### src/rtl/mru_pkg.sv
// Shared definitions for the MRU unique-value encoder/decoder pair.
// Holds default sizes, the code type enum and the code struct.
package mru_pkg;

  localparam int DEFAULT_DATA_W = 8;
  localparam int DEFAULT_DEPTH  = 4;
  localparam int DEFAULT_IDX_W  = $clog2(DEFAULT_DEPTH);

  typedef enum logic {
    CODE_LITERAL = 1'b0,
    CODE_HIT     = 1'b1
  } code_type_e;

  typedef struct packed {
    logic                      hit;
    logic [DEFAULT_IDX_W-1:0]  index;
    logic [DEFAULT_DATA_W-1:0] literal;
  } mru_code_t;

  function automatic code_type_e code_type_of(input logic hit);
    return hit ? CODE_HIT : CODE_LITERAL;
  endfunction

endpackage

### src/rtl/mru_table.sv
// DEPTH-entry move-to-front table with valid bits and a value match port.
// Shared between the MRU encoder and decoder so both sides evolve identically.
module mru_table
  import mru_pkg::*;
#(
  parameter int DATA_W = DEFAULT_DATA_W,
  parameter int DEPTH  = DEFAULT_DEPTH,
  parameter int IDX_W  = $clog2(DEPTH)
) (
  input  logic              clk,
  input  logic              rst_n,
  input  logic              clear,
  input  logic              update_en,
  input  logic              insert,
  input  logic [IDX_W-1:0]  slot,
  input  logic [DATA_W-1:0] value,
  output logic [DATA_W-1:0] read_data,
  output logic              read_valid,
  output logic              match_hit,
  output logic [IDX_W-1:0]  match_slot
);

  logic [DATA_W-1:0] entry_reg [DEPTH];
  logic [DEPTH-1:0]  valid_reg;
  logic [DEPTH-1:0]  match_vec;

  genvar gi;
  generate
    for (gi = 0; gi < DEPTH; gi++) begin : g_match
      assign match_vec[gi] = valid_reg[gi] && (entry_reg[gi] == value);
    end
  endgenerate

  assign match_hit = |match_vec;

  always_comb begin
    match_slot = '0;
    for (int i = 0; i < DEPTH; i++) begin
      if (match_vec[i]) match_slot = IDX_W'(i);
    end
  end

  // Slots beyond DEPTH (non-power-of-2 tables) read back as invalid.
  always_comb begin
    read_data  = '0;
    read_valid = 1'b0;
    for (int i = 0; i < DEPTH; i++) begin
      if (slot == IDX_W'(i)) begin
        read_data  = entry_reg[i];
        read_valid = valid_reg[i];
      end
    end
  end

  always_ff @(posedge clk or negedge rst_n) begin
    if (!rst_n) begin
      valid_reg <= '0;
      for (int i = 0; i < DEPTH; i++) entry_reg[i] <= '0;
    end else if (clear) begin
      valid_reg <= '0;
    end else if (update_en) begin
      entry_reg[0] <= insert ? value : read_data;
      for (int i = 1; i < DEPTH; i++) begin
        if (insert || (IDX_W'(i) <= slot)) entry_reg[i] <= entry_reg[i-1];
      end
      if (insert) valid_reg <= {valid_reg[DEPTH-2:0], 1'b1};
    end
  end

endmodule

### src/rtl/mru_decoder.sv
// Receive-side MRU decoder: turns literal/hit codes back into data values,
// keeping a mirror of the encoder's move-to-front table.
module mru_decoder
  import mru_pkg::*;
#(
  parameter  int DATA_W = DEFAULT_DATA_W,
  parameter  int DEPTH  = DEFAULT_DEPTH,
  localparam int IDX_W  = $clog2(DEPTH)
) (
  input  logic              clk_in,
  input  logic              reset_n_in,
  input  logic              clear_in,
  input  logic              in_valid,
  output logic              in_ready,
  input  logic              in_hit,
  input  logic [IDX_W-1:0]  in_index,
  input  logic [DATA_W-1:0] in_literal,
  output logic              out_valid,
  input  logic              out_ready,
  output logic [DATA_W-1:0] out_data,
  output logic              err_out
);

  code_type_e        code_type;
  logic              accept;
  logic              produce;
  logic              table_insert;
  logic [IDX_W-1:0]  table_slot;
  logic [DATA_W-1:0] read_data;
  logic              read_valid;
  logic              match_hit;
  logic [IDX_W-1:0]  match_slot;
  logic [DATA_W-1:0] result;

  logic              out_valid_reg;
  logic [DATA_W-1:0] out_data_reg;
  logic              err_reg;

  assign code_type = code_type_of(in_hit);
  assign in_ready  = !clear_in && (!out_valid_reg || out_ready);
  assign accept    = in_valid && in_ready;

  // A literal already in the table is handled exactly like a hit on its slot.
  assign table_insert = (code_type == CODE_LITERAL) && !match_hit;
  assign table_slot   = (code_type == CODE_HIT) ? in_index : match_slot;
  assign produce      = accept && (table_insert || read_valid);
  assign result       = table_insert ? in_literal : read_data;

  mru_table #(
    .DATA_W (DATA_W),
    .DEPTH  (DEPTH),
    .IDX_W  (IDX_W)
  ) u_table (
    .clk        (clk_in),
    .rst_n      (reset_n_in),
    .clear      (clear_in),
    .update_en  (produce),
    .insert     (table_insert),
    .slot       (table_slot),
    .value      (in_literal),
    .read_data  (read_data),
    .read_valid (read_valid),
    .match_hit  (match_hit),
    .match_slot (match_slot)
  );

  always_ff @(posedge clk_in or negedge reset_n_in) begin
    if (!reset_n_in) begin
      out_valid_reg <= 1'b0;
      out_data_reg  <= '0;
      err_reg       <= 1'b0;
    end else begin
      err_reg <= accept && (code_type == CODE_HIT) && !read_valid;
      if (produce) begin
        out_valid_reg <= 1'b1;
        out_data_reg  <= result;
      end else if (out_ready) begin
        out_valid_reg <= 1'b0;
      end
    end
  end

  assign out_valid = out_valid_reg;
  assign out_data  = out_data_reg;
  assign err_out   = err_reg;

endmodule

### config.mk
export PLATFORM = sky130hd
export DESIGN_NAME = mru_decoder
export DESIGN_NICKNAME = d
export VERILOG_FILES = /design/src/rtl/mru_pkg.sv /design/src/rtl/mru_table.sv /design/src/rtl/mru_decoder.sv
export SDC_FILE = /design/constraint.sdc
export NUM_CORES = 1
export LEC_CHECK = 0
export ABC_AREA = 1
export ABC_CLOCK_PERIOD_IN_PS = 1800
export BUFFER_PORTS_ARGS = -buffer_cell sky130_fd_sc_hd__buf_2
export CAP_MARGIN = 10
export CELL_PAD_IN_SITES_DETAIL_PLACEMENT = 1
export CELL_PAD_IN_SITES_GLOBAL_PLACEMENT = 2
export CORE_UTILIZATION = 30
export CTS_CLUSTER_DIAMETER = 100
export DETAILED_ROUTE_END_ITERATION = 12
export MAX_ROUTING_LAYER = met4
export PLACE_DENSITY = 0.8
export SETUP_SLACK_MARGIN = 0.2
export SLEW_MARGIN = 20
export SYNTH_ARGS = -nofsm -noshare
export SYNTH_HDL_FRONTEND = slang
export SYNTH_SLANG_ARGS = --single-unit
### constraint.sdc
create_clock -name clk_in -period 1.8 [get_ports clk_in]
set_clock_uncertainty 0.05 [all_clocks]
set_input_delay 0.36 -clock clk_in [delete_from_list [all_inputs] [get_ports clk_in]]
set_output_delay 0.36 -clock clk_in [all_outputs]
set_load 0.02 [all_outputs]
==> flow_summary.yaml <==
status:
  outcome: "complete, but fails checks"
  violations: "negative setup slack"
worst_setup_path:
  r2r_cells: 15
  r2r_start: "u_table.entry_reg[19]"
  worst-setup-path-type: "register to register"
  worstPathRequired_ns: 1.97
  worstPathArrival_ns: 2.35
  crit_path_start_kind: "register"
  worst_setup_path_end_kind: "register"
  r2r_slack_ns: -0.38
  rr_endpoint: "u_table.entry_reg[5]"
  worstPathMaxFanout: 7
place:
  dpl_cell_area_um2: 4026
  io_buffers: 26
  dp.cells: 673
  hpwl_mm: 9.003
  pre_cts_ws_ns: -0.5561
  globalplace.congestion: 0.8747
die:
  row_count: 36
  core_area_um2: 9729
  die_w_um: 102.1
  dieArea_um2: 10430
  io_pins: 27
  initial_core_util_pct: 30.90
  fp.dieH_um: 102.1
global_routing:
  grt_antenna_before_repair: 0
  grt_first_pass_wirelength_mm: 18.60
  grt_overflow: 0
  grt_pass1_vias: 3544
  grt_max_degree: 47
  grt_use_total_pct: 24.70
cells_and_area:
  fin_nets: 574
  finish.instance_area_um2: 4422
  syn_to_final_growth_pct: 47.07
  final_cells: 692
  largest_reg_flops: 32
  antenna_cells: 0
  drive_above_1_share_pct: 40.25
yosys:
  synthFlopType: "dfrtp_1"
  synth-seq-cells: 46
  synth_area_um2: 3007
  synth_edf_count: 0
  yosys.cell_count.top_type: "nand2_1"
  syn-num-nets: 458
  syn-instance-count: 442
  synth_area_leaders: "dfrtp_1 38%, nand2_1 19%, nand3_1 17%"
  seq_area_frac_synth_pct: 38.29
  ys.warnings.count: 0
  netlist.area_leader.share_pct: 38.29
  synth_common_cells: "155 x nand2_1, 101 x nand3_1, 46 x dfrtp_1, 28 x inv_1, 22 x nor2_1"
  avgSynthCellArea_um2: 6.802
  yosysTopAreaCell: "dfrtp_1"
  async_flop_share_pct: 100.0
  synth.distinct_cells: 29
clock_network:
  cts_tree: "done"
  clk_latency_ns: 0.32
  cts_sinks: 46
  cts_buffers: 5
  h-tree-depth: 2
  cts.clk_slew.worst_paths_ns: 0.10
  root_buffer: "clkbuf_8"
  cts_max_path_buffers: 2
detailed_routing:
  drt_pass1_iterations: 4
  vias: 3442
  routed_wl_mm: 12.01
  dr.first_iter.drc_count: 172
  drtAntennaViolNets: 0
  viasPerCell: 4.974
  drc_errors: 0
  drt-wirelength-per-cell_um: 17.36
sta:
  worst_slack_ns: -0.3755
  hold_violations: 0
  grt_setup_unrepaired: "true"
  min_period_over_period_pct: 120.9
  finalCriticalPeriod_ns: 2.175
  fmax_ghz: 0.4597
  worst_slew_pin_slew_ns: 0.2911
  finalSetupViolCount: 46
  maxSlewViolCount: 0
  slew_headroom_pct: 80.59
min_path:
  min_path_cells: 2
  min_to: "u_table.valid_reg[0]"
  worstHoldStart: "clear_in"
  holdCritPathClass: "input port to register"
power_and_ir_drop:
  p_per_area_nw_per_um2: 908.3
  p_leak_nw: 2.305
  ir_worst_vdd_mv: 0.4736
job:
  drv_cap: 0
[report_power, final]
part,switching (W),internal (W),total (W)
sequential,0.000223,0.00128,0.00150
clock,0.000422,0.000281,0.000704
combinational,0.000991,0.000819,0.00181
[how the worst max path moves through the flow]
stage / from / end / slack [ns] / depth (start not counted)
floorplan: in_literal[2] / u_table.entry_reg[16] / -0.15 / 17
global placement: in_literal[3] / u_table.entry_reg[8] / -0.61 / 12
detailed placement: in_literal[3] / u_table.valid_reg[2] / -0.56 / 13
CTS: u_table.entry_reg[27] / u_table.entry_reg[6] / -0.32 / 12
global route: u_table.entry_reg[17] / u_table.entry_reg[5] / -0.49 / 15
finish: u_table.entry_reg[19] / u_table.entry_reg[5] / -0.38 / 15
[metrics by stage]
stage / power [W] / hold WS (ns) / setup TNS [ns] / util [%]
after floorplan: 0.002313 / 0.01441 / -6.431 / -
after global placement: 0.003116 / 0.3122 / -24.62 / 41.38
after detailed placement: 0.003168 / 0.3192 / -23.41 / 41.38
after CTS: 0.003959 / 0.2092 / -13.25 / 44.17
after global routing: 0.004258 / 0.2314 / -19.44 / 45.45
final: 0.004016 / 0.2185 / -15.06 / 45.45
[worst max-delay path: stages (launching register included)]
cell     delay, ns
dfrtp_1       0.44
inv_1         0.07
nand2_2       0.07
nand2_1       0.05
nor2_1        0.11
nand3_1       0.08
nor2_1        0.13
nand2_2       0.09
nand2_4       0.10
nand2_8       0.07
nor2_8        0.16
buf_6         0.12
nand4_1       0.17
buf_6         0.22
nand3_2       0.06
nand2_1       0.05
[cell type report]
class                      instances  area (µm²)
tap                              133       166.4
inverter                          40       152.6
sequential                        46        1154
timing repair buffer             128        1006
clock buffer                       5       68.82
clock inverter                     3       25.02
multi-input combinational        337        1849
fill                            1277        5308
[layer usage]
| layer | vias to the layer above | global-route usage [%] | share of wire (%) |
|---|---|---|---|
| met4 | 0 | 7.582 | 1.9 |
| met3 | 15 | 2.531 | 3.8 |
| met2 | 59 | 38.20 | 47 |
| met1 | 1695 | 33.99 | 47 |
| li1 | 1673 | - | - |
| met5 | - | - | 0 |
[cells in the final DEF, fill, tap and decap left out, types with 2 or more instances in the layout]
cell,instances
nand2_1,124
buf_4,86
nand3_1,81
dfrtp_1,44
nand2_2,31
inv_1,27
buf_2,26
nand3_2,20
nand4_1,17
nor2_1,15
inv_2,12
buf_6,8
nor2_2,6
o21ai_0,6
nand2_4,5
clkbuf_8,5
buf_12,5
o22ai_1,4
a21oi_1,3
o21ai_1,3
xor2_1,3
or2_2,3
nand3_4,3
a211oi_2,2
xnor2_1,2
nor3_1,2
buf_8,2
dfrtp_2,2
[logic make-up after synthesis]
group | count (synthesis) | synth area share (%)
AND/OR/NAND/NOR | 312 | 47.36
buffers and inverters | 59 | 9.030
flip-flops | 46 | 38.29
AO/OA/AOI/OAI | 19 | 3.578
XOR/XNOR | 6 | 1.748
[repair_timing]
item	in CTS	in global routing
hold buffers	1	0
cloned	0	0
endpoints found under the setup margin	46	46
setup buffers	8	2
resized for setup	26	33
hold endpoints to repair	46	0
pin swaps	12	18
(Power assumes the default switching activity.)
